[src/rtl/cascade_game_pkg.sv]
// Shared types and helpers for the cascaded-subsystem game blocks.
package cascade_game_pkg;

  typedef enum logic [2:0] {
    S_IDLE, S_ROLL, S_ADJUST, S_EVAL, S_RESULT, S_DONE, S_OVER
  } state_t;

  // Default 5-subsystem, 3-level tables; level 0 lives in the LSBs.
  localparam logic [14:0] DEF_EXP_TABLE = {5'b00111, 5'b00111, 5'b01111};
  localparam logic [14:0] DEF_ESS_TABLE = {5'b00011, 5'b00111, 5'b01111};

  // Number of set bits in a cascade-width vector (up to 16 subsystems).
  function automatic logic [4:0] popcount(input logic [15:0] v);
    logic [4:0] n;
    n = '0;
    for (int i = 0; i < 16; i++) n = n + 5'(v[i]);
    return n;
  endfunction

  // Pull one level's n_sub-bit row out of a flattened table.
  function automatic logic [15:0] tbl_slice(input logic [127:0] tbl,
                                            input int unsigned n_sub,
                                            input logic [2:0] lvl);
    logic [127:0] sh;
    sh = tbl >> (int'(lvl) * n_sub);
    return sh[15:0] & 16'((17'h1 << n_sub) - 17'h1);
  endfunction

endpackage

[src/rtl/cascade_game_ctrl_if.sv]
// Player/UI-side signal bundle of the game controller.
// Optional score output exists only with CASCADE_GAME_SCORE_EN defined.
interface cascade_game_ctrl_if #(parameter int N_SUB = 5) ();
  logic             start;
  logic             commit;
  logic [N_SUB-1:0] sw_off;
  logic [N_SUB-1:0] r_out;
  logic [N_SUB-1:0] o_out;
  logic [2:0]       level;
  logic [1:0]       tries;
  logic             level_passed;
  logic             level_failed;
  logic             game_won;
  logic             game_over;
  logic             busy;
`ifdef CASCADE_GAME_SCORE_EN
  logic [7:0]       score;
`endif

  modport master (
    output start, commit, sw_off,
    input  r_out, o_out, level, tries, level_passed, level_failed,
           game_won, game_over, busy
`ifdef CASCADE_GAME_SCORE_EN
    , input score
`endif
  );

  modport slave (
    input  start, commit, sw_off,
    output r_out, o_out, level, tries, level_passed, level_failed,
           game_won, game_over, busy
`ifdef CASCADE_GAME_SCORE_EN
    , output score
`endif
  );
endinterface

[src/rtl/cascade_game_ctrl_lfsr_xnor_gen.sv]
// Free-running XNOR-feedback LFSR; shifts left, feedback enters at bit 0.
module lfsr_xnor_gen #(
  parameter int                LFSR_W    = 5,
  parameter logic [LFSR_W-1:0] LFSR_TAPS = 5'b10100,
  parameter logic [LFSR_W-1:0] SEED      = 5'b00001
) (
  input  logic              clk,
  input  logic              rst,
  output logic [LFSR_W-1:0] lfsr
);
  logic fb;

  assign fb = ~^(lfsr & LFSR_TAPS);

  // Step once per clock; all-ones is the lock-up state, so SEED avoids it.
  always_ff @(posedge clk or negedge rst) begin
    if (!rst) lfsr <= SEED;
    else      lfsr <= {lfsr[LFSR_W-2:0], fb};
  end
endmodule

[src/rtl/cascade_game_ctrl.sv]
// Multi-level round controller for the cascaded-subsystem game.
// Optional: CASCADE_GAME_SCORE_EN adds a saturating 8-bit score.
module cascade_game_ctrl
  import cascade_game_pkg::*;
#(
  parameter int                         N_SUB     = 5,
  parameter int                         LFSR_W    = 5,
  parameter logic [LFSR_W-1:0]          LFSR_TAPS = 5'b10100,
  parameter logic [LFSR_W-1:0]          SEED      = 5'b00001,
  parameter int                         N_LEVELS  = 3,
  parameter logic [N_LEVELS*N_SUB-1:0]  EXP_TABLE = DEF_EXP_TABLE,
  parameter logic [N_LEVELS*N_SUB-1:0]  ESS_TABLE = DEF_ESS_TABLE,
  parameter int                         MAX_TRIES = 3,
  parameter int                         WIN_CYC   = 16
) (
  input logic                clk,
  input logic                rst,
  cascade_game_ctrl_if.slave bus
);
  localparam int WCW = $clog2(WIN_CYC + 1);

  state_t           state, state_nxt;
  logic [LFSR_W-1:0] lfsr;
  logic [N_SUB-1:0] r_cap, r_q, off_q, o_q;
  logic [N_SUB-1:0] e_sl, s_sl, o_c, ok;
  logic [WCW-1:0]   win_cnt;
  logic             win_last, pass_c, pass_q;
  logic [2:0]       level_q;
  logic [1:0]       tries_q;
  logic             passed_q, failed_q, won_q, over_q;

  lfsr_xnor_gen #(.LFSR_W(LFSR_W), .LFSR_TAPS(LFSR_TAPS), .SEED(SEED)) u_lfsr (
    .clk  (clk),
    .rst  (rst),
    .lfsr (lfsr)
  );

  assign e_sl     = N_SUB'(tbl_slice(128'(EXP_TABLE), N_SUB, level_q));
  assign s_sl     = N_SUB'(tbl_slice(128'(ESS_TABLE), N_SUB, level_q));
  assign win_last = (win_cnt == WCW'(WIN_CYC - 1));

  // Enable cascade: a stage only drives if the stage before it is acceptable.
  for (genvar i = 0; i < N_SUB; i++) begin : g_casc
    if (i == 0) begin : g_head
      assign o_c[i] = r_q[i] & ~off_q[i];
    end else begin : g_link
      assign o_c[i] = ok[i-1] ? (r_q[i] & ~off_q[i]) : 1'b0;
    end
    assign ok[i] = (o_c[i] == e_sl[i]) | ~s_sl[i];
  end

  assign pass_c = &(~s_sl | ~(o_c ^ e_sl));

  // Round state register.
  always_ff @(posedge clk or negedge rst) begin
    if (!rst) state <= S_IDLE;
    else      state <= state_nxt;
  end

  // Round sequencing: start/commit only matter in the states that own them.
  always_comb begin
    state_nxt = state;
    case (state)
      S_IDLE:   if (bus.start) state_nxt = S_ROLL;
      S_ROLL:   state_nxt = S_ADJUST;
      S_ADJUST: if (bus.commit || win_last) state_nxt = S_EVAL;
      S_EVAL:   state_nxt = S_RESULT;
      S_RESULT: begin
        if (pass_q) state_nxt = (level_q == 3'(N_LEVELS - 1)) ? S_DONE : S_IDLE;
        else        state_nxt = (tries_q == 2'(MAX_TRIES - 1)) ? S_OVER : S_IDLE;
      end
      S_DONE, S_OVER: if (bus.start) state_nxt = S_IDLE;
      default:  state_nxt = S_IDLE;
    endcase
  end

  // Round datapath: capture random bits, switches, cascade result, progress.
  always_ff @(posedge clk or negedge rst) begin
    if (!rst) begin
      r_cap <= '0; r_q <= '0; off_q <= '0; o_q <= '0; win_cnt <= '0;
      pass_q <= 1'b0; level_q <= '0; tries_q <= '0;
      passed_q <= 1'b0; failed_q <= 1'b0; won_q <= 1'b0; over_q <= 1'b0;
    end else begin
      passed_q <= 1'b0;
      failed_q <= 1'b0;
      case (state)
        S_IDLE:   if (bus.start) r_cap <= lfsr[N_SUB-1:0];
        S_ROLL:   begin r_q <= r_cap; win_cnt <= '0; end
        S_ADJUST: begin
          if (bus.commit || win_last) off_q <= bus.sw_off;
          else                        win_cnt <= win_cnt + WCW'(1);
        end
        S_EVAL:   begin o_q <= o_c; pass_q <= pass_c; end
        S_RESULT: begin
          if (pass_q) begin
            passed_q <= 1'b1;
            if (level_q == 3'(N_LEVELS - 1)) won_q <= 1'b1;
            else begin level_q <= level_q + 3'd1; tries_q <= '0; end
          end else begin
            failed_q <= 1'b1;
            if (tries_q == 2'(MAX_TRIES - 1)) over_q <= 1'b1;
            else tries_q <= tries_q + 2'd1;
          end
        end
        S_DONE, S_OVER: if (bus.start) begin
          level_q <= '0; tries_q <= '0; won_q <= 1'b0; over_q <= 1'b0;
        end
        default: ;
      endcase
    end
  end

`ifdef CASCADE_GAME_SCORE_EN
  logic [7:0] score_q;
  logic [8:0] score_sum;

  // Switching off non-essential subsystems costs points; the gain is >= 1.
  assign score_sum = {1'b0, score_q} + 9'(N_SUB + 1)
                   - 9'(popcount(16'(off_q & ~s_sl)));

  // Score accrues on each pass, saturates, and clears on game restart.
  always_ff @(posedge clk or negedge rst) begin
    if (!rst) score_q <= '0;
    else if (state == S_RESULT && pass_q)
      score_q <= score_sum[8] ? 8'hff : score_sum[7:0];
    else if ((state == S_DONE || state == S_OVER) && bus.start)
      score_q <= '0;
  end

  assign bus.score = score_q;
`endif

  assign bus.r_out        = r_q;
  assign bus.o_out        = o_q;
  assign bus.level        = level_q;
  assign bus.tries        = tries_q;
  assign bus.level_passed = passed_q;
  assign bus.level_failed = failed_q;
  assign bus.game_won     = won_q;
  assign bus.game_over    = over_q;
  assign bus.busy         = !(state == S_IDLE || state == S_DONE || state == S_OVER);
endmodule
[src/flat_wrapper.sv]
// flat-port wrapper written by rule: the top's interface ports become plain ports
module cascade_game_ctrl_flat import cascade_game_pkg::*;
#(
  parameter int                         N_SUB     = 5,
  parameter int                         LFSR_W    = 5,
  parameter logic [LFSR_W-1:0]          LFSR_TAPS = 5'b10100,
  parameter logic [LFSR_W-1:0]          SEED      = 5'b00001,
  parameter int                         N_LEVELS  = 3,
  parameter logic [N_LEVELS*N_SUB-1:0]  EXP_TABLE = DEF_EXP_TABLE,
  parameter logic [N_LEVELS*N_SUB-1:0]  ESS_TABLE = DEF_ESS_TABLE,
  parameter int                         MAX_TRIES = 3,
  parameter int                         WIN_CYC   = 16
)
  (clk, rst, bus_start, bus_commit, bus_sw_off, bus_r_out, bus_o_out, bus_level, bus_tries, bus_level_passed, bus_level_failed, bus_game_won, bus_game_over, bus_busy);
  cascade_game_ctrl_if #(.N_SUB(N_SUB)) bus_i ();
  input logic clk;
  input logic rst;
  input wire logic [$bits(bus_i.start)-1:0] bus_start;
  input wire logic [$bits(bus_i.commit)-1:0] bus_commit;
  input wire logic [$bits(bus_i.sw_off)-1:0] bus_sw_off;
  output wire logic [$bits(bus_i.r_out)-1:0] bus_r_out;
  output wire logic [$bits(bus_i.o_out)-1:0] bus_o_out;
  output wire logic [$bits(bus_i.level)-1:0] bus_level;
  output wire logic [$bits(bus_i.tries)-1:0] bus_tries;
  output wire logic [$bits(bus_i.level_passed)-1:0] bus_level_passed;
  output wire logic [$bits(bus_i.level_failed)-1:0] bus_level_failed;
  output wire logic [$bits(bus_i.game_won)-1:0] bus_game_won;
  output wire logic [$bits(bus_i.game_over)-1:0] bus_game_over;
  output wire logic [$bits(bus_i.busy)-1:0] bus_busy;
  assign bus_i.start = bus_start;
  assign bus_i.commit = bus_commit;
  assign bus_i.sw_off = bus_sw_off;
  assign bus_r_out = bus_i.r_out;
  assign bus_o_out = bus_i.o_out;
  assign bus_level = bus_i.level;
  assign bus_tries = bus_i.tries;
  assign bus_level_passed = bus_i.level_passed;
  assign bus_level_failed = bus_i.level_failed;
  assign bus_game_won = bus_i.game_won;
  assign bus_game_over = bus_i.game_over;
  assign bus_busy = bus_i.busy;
  cascade_game_ctrl #(.N_SUB(N_SUB), .LFSR_W(LFSR_W), .LFSR_TAPS(LFSR_TAPS), .SEED(SEED), .N_LEVELS(N_LEVELS), .EXP_TABLE(EXP_TABLE), .ESS_TABLE(ESS_TABLE), .MAX_TRIES(MAX_TRIES), .WIN_CYC(WIN_CYC)) u_core (.clk(clk), .rst(rst), .bus(bus_i));
endmodule
[config.mk]
export PLATFORM = sky130hd
export DESIGN_NAME = cascade_game_ctrl_flat
export DESIGN_NICKNAME = d
export VERILOG_FILES = /design/src/rtl/cascade_game_pkg.sv /design/src/rtl/cascade_game_ctrl_if.sv /design/src/rtl/cascade_game_ctrl_lfsr_xnor_gen.sv /design/src/rtl/cascade_game_ctrl.sv /design/src/flat_wrapper.sv
export SDC_FILE = /design/constraint.sdc
export NUM_CORES = 1
export LEC_CHECK = 0
export BUFFER_PORTS_ARGS = -buffer_cell sky130_fd_sc_hd__buf_2
export CORE_UTILIZATION = 27
export CTS_CLUSTER_DIAMETER = 60
export DETAILED_ROUTE_END_ITERATION = 10
export MAX_ROUTING_LAYER = met4
export PLACE_DENSITY = 0.45
export REMOVE_ABC_BUFFERS = 1
export SLEW_MARGIN = 20
export SYNTH_ARGS = -nofsm -noshare
export SYNTH_HDL_FRONTEND = slang
export SYNTH_HIERARCHICAL = 1
export SYNTH_SLANG_ARGS = --single-unit
[constraint.sdc]
create_clock -name clk -period 2 [get_ports clk]
set_clock_uncertainty 0.15 [all_clocks]
set_input_delay 0.4 -clock clk [delete_from_list [all_inputs] [get_ports clk]]
set_output_delay 0.4 -clock clk [all_outputs]
set_load 0.01 [all_outputs]
[After elaboration in Yosys (flattened, before gate mapping)]
Index checks and enable logic that the tools add are counted.
W data, S select, Z words.
Storage, ports and cells
  flip-flop bits (word level): 43
  logic and storage cells: 116
  bits of input ports: 9
  output and inout port bits: 20
Cells by class
  reduce and logical (&&, ||, !) cells: 18
  $mul: 1
  eq/ne operators: 24
  add/subtract/negate cells: 3
  bitwise gates (word level): 22
  shift-type cells: 2
  mux-type cells: 32
Operator list (count)
  $mux W3: 8
  $pmux W3 S6: 1
  $reduce_and A4 Y1: 4
  $mux W1: 13
  $shr A13 B6 Y5 const A: 1
  $shr A12 B6 Y5 const A: 1
  $ne A2 B2 Y1 const B: 5
  $not A5 Y5: 2
  $pmux W5 S2: 1
  $eq A3 B2 Y1 const B: 3
  $eq A3 B3 Y1 const B: 3
  $not A1 Y1: 9
  $mux W2: 4
  $ne A2 B1 Y1 const B: 4
  $mul A3 B3 Y6 const B: 1
  $pmux W3 S2: 1
  $reduce_and A2 Y1: 3
  $add A5 B1 Y5 const B: 1
  $and A1 B1 Y1: 5
  $eq A5 B4 Y1 const B: 1
  $mux W5: 1
  $or A5 B5 Y5: 1
  $reduce_and A5 Y1: 1
  $reduce_xnor A5 Y1: 1
  other kinds (17): 27

[Longest topological paths before layout]
Gate-level depths: netlist (run 1).
  depth after elaboration: 18
  gate-level depth with buffers: 8
  mapped depth without buffers: 7

[By module]
The synthesis (run 1) kept the hierarchy.
By module, submodules not included
  cascade_game_ctrl: cells each 180, area an instance 1895.6 sq um, instances 1, seq. area each 950.9 sq um
  lfsr_xnor_gen: cells each 6, area an instance 135.1 sq um, instances 1, seq. area each 126.4 sq um

[Worst setup path before layout (run 1)]
No wires, ideal clock.
  kind: reg2reg
  from: register u_core.win_cnt[0]
  to: register u_core.win_cnt[3]
  arrival time: 1.550 ns
  data required time: 1.717 ns
  cell stages (with the launch flop): 9
  period minus slack after synthesis: 1.833 ns
  path slack: 0.167 ns
  setup time: 0.133 ns
  buffers on the path: 1
  cell sequence: dfrtp_1 -> ha_1 -> and3_1 -> ha_1 -> nor2_1 -> nand3_1 -> clkbuf_1 -> o211ai_1 -> o31ai_1
On the way
  word-level cells in the longest chain between the ends: 4
  elaborated cells between the ends (all ways): 7
  those cells by class: add/sub (1); eq/ne (2); mux (2); reduce/logical (2)
Ends and longest elaborated chain
  from (decl): line cascade_game_ctrl.sv:26  | logic [WCW-1:0] win_cnt;
  from (signal assigned): line cascade_game_ctrl.sv:91  | else win_cnt <= win_cnt + WCW'(1);
  parallel branches: the longest is 4 deep, another holds $add A5 B1 Y5
Parallel ways; which one is timed is not known. The select of a mux whose other input is x is not followed.
A chain may end at the register's enable or synchronous reset.

[Worst setup path in the final report (run 1)]
  from: register u_core.state[1]
  to: output bus_busy
On the way
  word-level cells in the longest chain between the ends: 4
  elaborated cells between the ends (all ways): 6
  those cells by class: eq/ne (2); reduce/logical (4)
Ends and longest elaborated chain
  from (decl): line cascade_game_ctrl.sv:22  | state_t state, state_nxt;
  from (signal assigned): line cascade_game_ctrl.sv:57  | else state <= state_nxt;
  $eq A3 B3 Y1 / $logic_not A3 Y1 (equally long branches): line cascade_game_ctrl.sv:141  | assign bus.busy = !(state == S_IDLE || state == S_DONE || state == S_OVER);
  $logic_or A1 B1 Y1: line cascade_game_ctrl.sv:141
  $logic_or A1 B1 Y1 (*): line cascade_game_ctrl.sv:141
  $logic_not A1 Y1 (*): line cascade_game_ctrl.sv:141
  to (decl): line flat_wrapper.sv:29  | output wire logic [$bits(bus_i.busy)-1:0] bus_busy;
Mark *: on every way between the ends. The rest lies on a longest branch, timed or not.

==> flow_metrics.env, run 1 <==
export IMPL_status="finished clean"
export IMPL_die_width_um=88.7
export IMPL_yosys_area_top_type="dfrtp_1"
export IMPL_synth_cell_types=42
export IMPL_synth_warnings=6
export IMPL_crit_arrival_ns=1.35
export IMPL_drt_first_pass_iters=4
export IMPL_coreArea_mm2=0.00725
export IMPL_worst_ep_required_time_ns=1.45
export IMPL_p_per_area_mw_per_mm2=1260
export IMPL_peakVddDrop_uv=392
export IMPL_fp_row_count=31
export IMPL_route_met3_wl_um=122
export IMPL_crit_chain="buf_6, xnor2_1, nand2_1, o21ai_0, buf_2"
export IMPL_grt_pass1_wl_um=7250
export IMPL_multi_input_area_um2=882
export IMPL_dpl_cell_area_mm2=0.00236
export IMPL_yosysMostFrequentCell="dfrtp_1"
export IMPL_worstPathMaxFanout=9
export IMPL_layout_nets=244
export IMPL_rsz0062_at_grt="yes"
export IMPL_slew_headroom_pct=63.1
export IMPL_total_power_uw=3170
export IMPL_tightest_slew_ns=0.553
export IMPL_overflow=0
export IMPL_postRouteAntennaNets=0
export IMPL_die_y_um=88.7
export IMPL_leakagePower_uw=0.00116
export IMPL_setup_viol=0
export IMPL_critical_path_top_delay_family="flip-flops"
export IMPL_drive_above_1_share_pct=34.5
export IMPL_synth_top_area_share_pct=51.8
export IMPL_cp_start_kind="flop"
export IMPL_track_usage_pct=12.7
export IMPL_cts_max_level=2
export IMPL_path_buf_inv=2
export IMPL_ys_flop_type="dfrtp_1"
export IMPL_vias_per_cell=4.59
export IMPL_timing_hold_ws_ns=0.0141
export IMPL_routabilityCongestion=0.740
export IMPL_wl_per_cell_um=13.0
export IMPL_synth_common_cells="dfrtp_1, nand2_1, inv_1, nor2_1, mux2_2"
export IMPL_antenna_found_initial=0
export IMPL_drcViolationCount=0
export IMPL_grt_pass1_vias=1426
export IMPL_ys_seq_area_share_pct=53.0
export IMPL_top_layer="met4"
export IMPL_drt_iter0_drc=52
export IMPL_slew_violations=0
export IMPL_synth_area_mm2=0.00203
export IMPL_critPathSlowestCell="dfrtp_2"
export IMPL_cts_buffers=5
export IMPL_wl_um=4260
export IMPL_worstSetupEndpointType="output pin"
export IMPL_hold_path_class="in2async"
export IMPL_grt_max_degree=44
export IMPL_start_util_pct=28.0
export IMPL_cts_root_buf="clkbuf_8"
export IMPL_met1Wirelength_um=2140
export IMPL_period_share_pct=95.2
export IMPL_synth_edf_count=0
export IMPL_max_freq_ghz=0.525
export IMPL_io_buffers=28
export IMPL_seqCellArea_mm2=0.00108
export IMPL_clock_latency_ns=0.30
export IMPL_ctsHoldBuffers=0
export IMPL_syn_avg_cell_area_um2=10.9
export IMPL_dpl_hpwl_um=3080
export IMPL_dr_wl_met2_um=1960
export IMPL_cts_clk_slew_worst_paths_ns=0.09
export IMPL_fin_crit_ns=1.90
export IMPL_dieArea_mm2=0.00787
export IMPL_postLayoutCellArea_mm2=0.00251
export IMPL_synth_area_leaders="dfrtp_1, mux2_2, ha_1"
export IMPL_nFillCells=766
export IMPL_cts_buffer_depth=2
export IMPL_routed_via_count=1505
export IMPL_critPathMaxStageDelay_ns=0.50
export IMPL_hold_viol=0
export IMPL_cts_sinks=43
export IMPL_io_pins=29
export IMPL_cts_setup_buffers=0
export IMPL_cts_tree="yes"
export IMPL_ys_ff_latch=43
export IMPL_cap_violations=0
export IMPL_syn_to_final_growth_pct=23.5
export IMPL_postLayoutCoreUtil_pct=34.6
export IMPL_path_class="reg2out"
export IMPL_syn_inst=186
export IMPL_diodes=0
export IMPL_async_flop_share_pct=100
==> registers in the layout, summed over array words and instances, names as in the netlist, 2 cells and up <==
name	count
u_core/bus.level	3
u_core/bus.tries	2
u_core/r_cap	5
u_core/u_lfsr/lfsr	5
u_core/bus.o_out	5
u_core/bus.r_out	5
u_core/off_q	5
u_core/state	3
u_core/win_cnt	5
==> worst register-to-register path, cell delays in order (launching register included) <==
cell	delay, ns
dfrtp_1	0.41
ha_2	0.19
and3_1	0.14
ha_1	0.18
nor2_2	0.13
nand3_2	0.10
or3b_4	0.38
a21oi_2	0.13
==> worst paths after layout <==
kind / start / end / slack [ns] / cells after the start
max: u_core/state[1] / bus_busy / 0.1 / 5
min: rst / u_core/bus.game_won / 0.01 / 2
max reg2reg: u_core/win_cnt[0] / u_core/win_cnt[1] / 0.11 / 7
min reg2reg: u_core/u_lfsr/lfsr[1] / u_core/u_lfsr/lfsr[2] / 0.23 / 0
max in group asynchronous: rst / u_core/state[1] / 1.29 / 2
min in group clk: bus_sw_off[2] / u_core/off_q[2] / 0.19 / 2
==> power by group <==
part / total (µW) / switching [µW] / internal, µW
sequential: 1340 / 216 / 1120
combinational: 1130 / 569 / 559
clock: 706 / 327 / 379
==> cells in the final DEF (no fill, tap or decap), drive strengths merged, types with 3 or more instances in the layout <==
master,n
buf,43
a21o,3
o31ai,4
clkbuf,5
nand2,23
mux2,11
nor2b,5
a22o,3
and3,3
nor3,3
o41ai,3
nor4,4
dfrtp,42
ha,7
o21ai,10
xnor2,3
nor2,12
mux2i,4
nand3,5
inv,13
==> logic make-up (layout without fill, tap and decap cells) <==
| family | count (synthesis) | after routing | share of synthesized area [%] |
|---|---|---|---|
| simple gates | 64 | 64 | 16.0 |
| flops | 43 | 43 | 53.1 |
| compound gates | 34 | 34 | 12.7 |
| buf+inv | 20 | 63 | 4.56 |
| mux | 15 | 15 | 8.07 |
| fa+ha+maj | 7 | 7 | 4.31 |
| xor+xnor | 3 | 3 | 1.29 |
==> layer usage <==
| metal | track usage [%] | up-vias |
|---|---|---|
| li1 | - | 736 |
| met1 | 17.4 | 738 |
| met2 | 18.7 | 27 |
| met3 | 2.80 | 4 |
| met4 | 3.96 | 0 |
| met5 | - | - |
==> timing repair <==
item | CTS | global route
hold endpoints to repair | 0 | 0
gates resized for setup | 0 | 12
endpoints found under the setup margin | 0 | 9
==> per-stage QoR <==
step / setup TNS [ns] / setup WS (ns) / instances
4_1_cts: 0 / 0.00628 / 328
5_1_grt: -0.0253 / -0.0253 / 328
3_5_place_dp: 0 / 0.0540 / 320
2_1_floorplan: -0.00889 / -0.00889 / 178
3_3_place_gp: 0 / 0.116 / 320
6_report: 0 / 0.0970 / 328
==> final cells by class <==
class / count / share of cell area (%)
repair buffers: 43 / 10.4
well taps: 99 / 4.94
clock inverters: 3 / 1.90
clock buffers: 5 / 2.74
multi-input cells: 123 / 35.2
flip-flops and latches: 43 / 43.1
inverters: 12 / 1.80
No activity file was read; power rests on OpenSTA's default activity.
==> inputs of run 2 (changes only) <==
CORE_UTILIZATION = 51   (was 27)
PLACE_DENSITY = 0.75   (was 0.45)
==> flow_metrics.env, run 2 (synthesis gave the netlist of run 1 again) <==
export IMPL_status="finished clean"
export IMPL_timing_hold_ws_ns=0.197
export IMPL_postRouteAntennaNets=0
export IMPL_path_class="reg2out"
export IMPL_tns_ns=0
export IMPL_cts_tree="yes"
export IMPL_total_power_uw=2980
export IMPL_hold_path_class="in2reg"
export IMPL_layout_setup_ws_ns=0.0868
export IMPL_antenna_found_initial=0
export IMPL_wl_per_cell_um=14.1
export IMPL_min_from="bus_sw_off[2]"
export IMPL_reg2reg_setup_slack_ns=0.12
export IMPL_period_share_pct=95.7
export IMPL_coreArea_mm2=0.00374
export IMPL_crit_path_start="u_core/state[0]"
export IMPL_critPathSlowestCell="dfrtp_2"
export IMPL_met1Wirelength_um=1880
export IMPL_dieArea_mm2=0.00424
export IMPL_io_pins=29
export IMPL_overflow=0
export IMPL_leakagePower_uw=0.00113
export IMPL_vias_per_cell=5.45
export IMPL_peakVddDrop_uv=842
export IMPL_crit_chain="buf_4, xnor2_1, nand2_1, o21ai_0, buf_2"
export IMPL_hold_viol=0
export IMPL_routed_via_count=1498
export IMPL_drt_first_pass_iters=4
export IMPL_setup_viol=0
export IMPL_critPathMaxStageDelay_ns=0.49
export IMPL_cts_setup_buffers=0
export IMPL_p_per_area_mw_per_mm2=1250
export IMPL_fp_row_count=22
export IMPL_grt_max_degree=22
export IMPL_tightest_slew_ns=0.552
export IMPL_worstSetupEndpointType="output pin"
export IMPL_cts_buffers=5
export IMPL_fin_crit_ns=1.91
export IMPL_start_util_pct=54.2
export IMPL_dr_wl_met2_um=1790
export IMPL_routabilityCongestion=0.838
export IMPL_die_width_um=65.1
export IMPL_dpl_cell_area_mm2=0.00227
export IMPL_layout_nets=242
export IMPL_top_layer="met4"
export IMPL_route_met3_wl_um=162
export IMPL_clock_latency_ns=0.29
export IMPL_postLayoutCellArea_mm2=0.00239
export IMPL_io_buffers=28
export IMPL_track_usage_pct=21.8
export IMPL_syn_to_final_growth_pct=17.7
export IMPL_layout_commonest_cell="dfrtp_1"
export IMPL_r2r_start="u_core/win_cnt[0]"
export IMPL_cts_root_buf="clkbuf_8"
export IMPL_grt_pass1_wl_um=6790
export IMPL_mostFrequentLayoutCells="dfrtp_1, buf_2, nand2_1"
export IMPL_cp_start_kind="flop"
export IMPL_worstPathMaxFanout=10
export IMPL_worst_ep_required_time_ns=1.45
export IMPL_grt_pass1_vias=1483
export IMPL_drcViolationCount=0
export IMPL_cts_buffer_depth=2
export IMPL_rsz0062_at_grt="no"
export IMPL_drt_iter0_drc=151
export IMPL_cts_sinks=43
export IMPL_critical_path_top_delay_family="flip-flops"
export IMPL_slew_violations=0
export IMPL_diodes=0
export IMPL_cts_clk_slew_worst_paths_ns=0.09
export IMPL_die_y_um=65.1
export IMPL_path_buf_inv=2
export IMPL_nFillCells=323
export IMPL_crit_arrival_ns=1.36
export IMPL_drive_above_1_share_pct=31.3
export IMPL_wl_um=3890
export IMPL_cts_max_level=2
export IMPL_dpl_hpwl_um=2870
export IMPL_slew_headroom_pct=63.0
export IMPL_preCtsSetupSlack_ns=0.0965
export IMPL_max_freq_ghz=0.523
export IMPL_cap_violations=0
==> run 2: cell count changes in the layout (fill, tap and decap cells not counted), sizes merged <==
cell / before / now
buf: 43 / 40
bufinv: 1 / 0
dlygate4sd3: 0 / 1
clkinvlp: 0 / 2
clkinv: 1 / 0
==> run 2: stage by stage <==
step           std cells  util, %
6_report             275     63.9
5_1_grt              275     63.9
4_1_cts              275     63.5
3_5_place_dp         266     60.7
3_3_place_gp         266     60.7
2_1_floorplan        178        -
==> run 2: worst paths after layout <==
kind | endpoint | depth (start not counted)
worst min-delay path | u_core/off_q[2] | 2
worst max register to register | u_core/off_q[0] | 6
worst max-delay path | bus_busy | 5
worst min register to register | u_core/u_lfsr/lfsr[4] | 0
min in group asynchronous | u_core/win_cnt[2] | 2
max in group asynchronous | u_core/u_lfsr/lfsr[0] | 3
==> run 2: power by group <==
part / internal (µW) / total [µW] / switching (µW)
combinational: 525 / 1080 / 555
sequential: 1120 / 1340 / 219
clock: 250 / 562 / 313
==> run 2: layout make-up <==
cell class | instances | area [µm²] | area share (%)
clock inverters | 3 | 23.8 | 0.994
inverters | 12 | 45.0 | 1.88
clock buffers | 5 | 68.8 | 2.88
multi-input cells | 123 | 875 | 36.6
well taps | 48 | 60.1 | 2.51
repair buffers | 41 | 240 | 10.0
flip-flops and latches | 43 | 1080 | 45.1
==> run 2: what timing repair did <==
action / in CTS / in global routing
resized for setup: 0 / 5
setup endpoints to repair: 0 / 2
hold buffers: 1 / 0
hold endpoints to repair: 19 / 0
==> run 2: per-layer routing <==
metal	track usage, %	vias to the layer above
met1	28.7	718
met2	32.2	42
li1	-	730
met4	9.51	0
met3	5.21	8
met5	-	-
==> inputs of run 3 (changes only) <==
CORE_UTILIZATION = 56   (was 51)
PLACE_DENSITY = 0.78   (was 0.75)
clock period = 1.9 ns   (was 2 ns; I/O delays follow)
==> flow_metrics.env, run 3 (synthesis gave the netlist of run 1 again) <==
export IMPL_status="finished with violations"
export IMPL_violations="negative setup slack"
export IMPL_cp_start_kind="flop"
export IMPL_use_met1_pct=29.6
export IMPL_dpl_hpwl_um=2870
export IMPL_worstPathMaxFanout=5
export IMPL_drcViolationCount=0
export IMPL_seqCellArea_mm2=0.00108
export IMPL_tightest_slew_ns=0.525
export IMPL_leakagePower_uw=0.00118
export IMPL_max_freq_ghz=0.523
export IMPL_cts_sinks=43
export IMPL_routabilityCongestion=0.818
export IMPL_cts_tree="yes"
export IMPL_path_common_cell="ha_1"
export IMPL_grt_use_met3_pct=6.25
export IMPL_grt_pass1_wl_um=7050
export IMPL_grt_pass1_vias=1518
export IMPL_die_y_um=62.2
export IMPL_layout_commonest_cell="dfrtp_1"
export IMPL_io_pins=29
export IMPL_cts_max_level=2
export IMPL_diodes=0
export IMPL_cts_clk_slew_worst_paths_ns=0.13
export IMPL_fp_row_count=21
export IMPL_slew_violations=0
export IMPL_overflow=0
export IMPL_hold_path_class="in2reg"
export IMPL_worstSetupEndpointType="flop"
export IMPL_start_util_pct=59.5
export IMPL_cap_violations=0
export IMPL_cts_buffer_depth=2
export IMPL_track_usage_pct=24.7
export IMPL_slew_headroom_pct=65.0
export IMPL_postRouteAntennaNets=0
export IMPL_coreArea_mm2=0.00342
export IMPL_setup_viol=5
export IMPL_crit_arrival_ns=2.03
export IMPL_critPathSlowestCell="mux2_2"
export IMPL_grt_use_met2_pct=38.6
export IMPL_syn_to_final_growth_pct=20.5
export IMPL_period_share_pct=101
export IMPL_nFillCells=250
export IMPL_dpl_cell_area_mm2=0.00228
export IMPL_p_per_area_mw_per_mm2=1300
export IMPL_clock_latency_ns=0.37
export IMPL_preCtsSetupSlack_ns=0.000337
export IMPL_io_buffers=28
export IMPL_layout_nets=249
export IMPL_r2r_cells=6
export IMPL_routed_via_count=1526
export IMPL_grt_max_degree=44
export IMPL_path_class="reg2reg"
export IMPL_reg2reg_setup_slack_ns=-0.01
export IMPL_r2r_start="u_core/win_cnt[1]"
export IMPL_critPathMaxStageDelay_ns=0.39
export IMPL_wl_per_cell_um=14.8
export IMPL_cts_root_buf="clkbuf_4"
export IMPL_fin_crit_ns=1.91
export IMPL_drt_first_pass_iters=4
export IMPL_wl_um=4140
export IMPL_grt_busiest_layer="met2"
export IMPL_drt_iter0_drc=76
export IMPL_layout_setup_ws_ns=-0.0111
export IMPL_vias_per_cell=5.45
export IMPL_worst_ep_required_time_ns=2.01
export IMPL_multi_input_area_um2=910
export IMPL_die_width_um=62.2
export IMPL_rsz0062_at_grt="yes"
export IMPL_dieArea_mm2=0.00387
export IMPL_hold_viol=0
export IMPL_cts_buffers=5
export IMPL_antenna_found_initial=0
export IMPL_crit_path_start="u_core/win_cnt[1]"
export IMPL_r2r_end="u_core/off_q[3]"
export IMPL_mostFrequentLayoutCells="dfrtp_1, buf_2, nand2_1"
export IMPL_peakVddDrop_uv=721
export IMPL_crit_chain="ha_1, and3_1, ha_1, nor2_2, nor2_1, mux2_2"
export IMPL_cp_endpoint="u_core/off_q[3]"
export IMPL_postLayoutCellArea_mm2=0.00245
export IMPL_drive_above_1_share_pct=35.9
export IMPL_timing_hold_ws_ns=0.0907
## run 3: critical path, delay by kind of cell, from the launching register on
| kind | cells | cell delay, ns |
|---|---|---|
| flip-flops | 1 | 0.38 |
| AND/OR/NAND/NOR | 3 | 0.56 |
| adder cells (fa/ha/maj) | 2 | 0.33 |
| multiplexers | 1 | 0.39 |
## run 3: power by group
group | internal (µW) | switching (µW)
Combinational | 650 | 682
Clock | 141 | 313
Sequential | 1180 | 214
Total | 1970 | 1210
## run 3: cell type report
| type | count | share of cell area (%) |
|---|---|---|
| Multi-Input combinational cell | 123 | 37.2 |
| Timing Repair Buffer | 48 | 12.1 |
| Clock inverter | 3 | 0.818 |
| Inverter | 12 | 1.84 |
| Sequential cell | 43 | 44.2 |
| Clock buffer | 5 | 1.53 |
| Tap cell | 46 | 2.35 |
## run 3: per-layer routing
metal	wire [µm]	up-vias	part of all wire (%)
li1	-	742	-
met1	1740	735	42
met2	2090	39	51
met3	198	10	4.8
met4	108	0	2.6
met5	0	-	0
## run 3: worst min path at each step
stage / start / endpoint / cells after the start
after floorplan: rst / u_core/bus.game_over / 0
after global placement: u_core/u_lfsr/lfsr[1] / u_core/u_lfsr/lfsr[2] / 0
after detailed placement: u_core/u_lfsr/lfsr[1] / u_core/u_lfsr/lfsr[2] / 0
after CTS: bus_sw_off[4] / u_core/off_q[4] / 2
after global routing: bus_sw_off[1] / u_core/off_q[1] / 2
final: bus_sw_off[1] / u_core/off_q[1] / 2
## run 3: metrics by stage
step	instances	util (%)	power [µW]	TNS [ns]
global placement	265	66.7	2500	0
finish	280	71.6	3180	-0.0289
CTS	277	69.9	3120	0
floorplan	178	-	2110	-0.109
detailed placement	265	66.7	2570	0
global route	280	71.6	3400	-0.700
## run 3: repair_timing
item,CTS,global route
setup endpoints to repair,5,18
resized for setup,8,11
hold buffers,1,0
endpoints found under the hold margin,42,0
buffers inserted,4,4
pin swaps,1,1
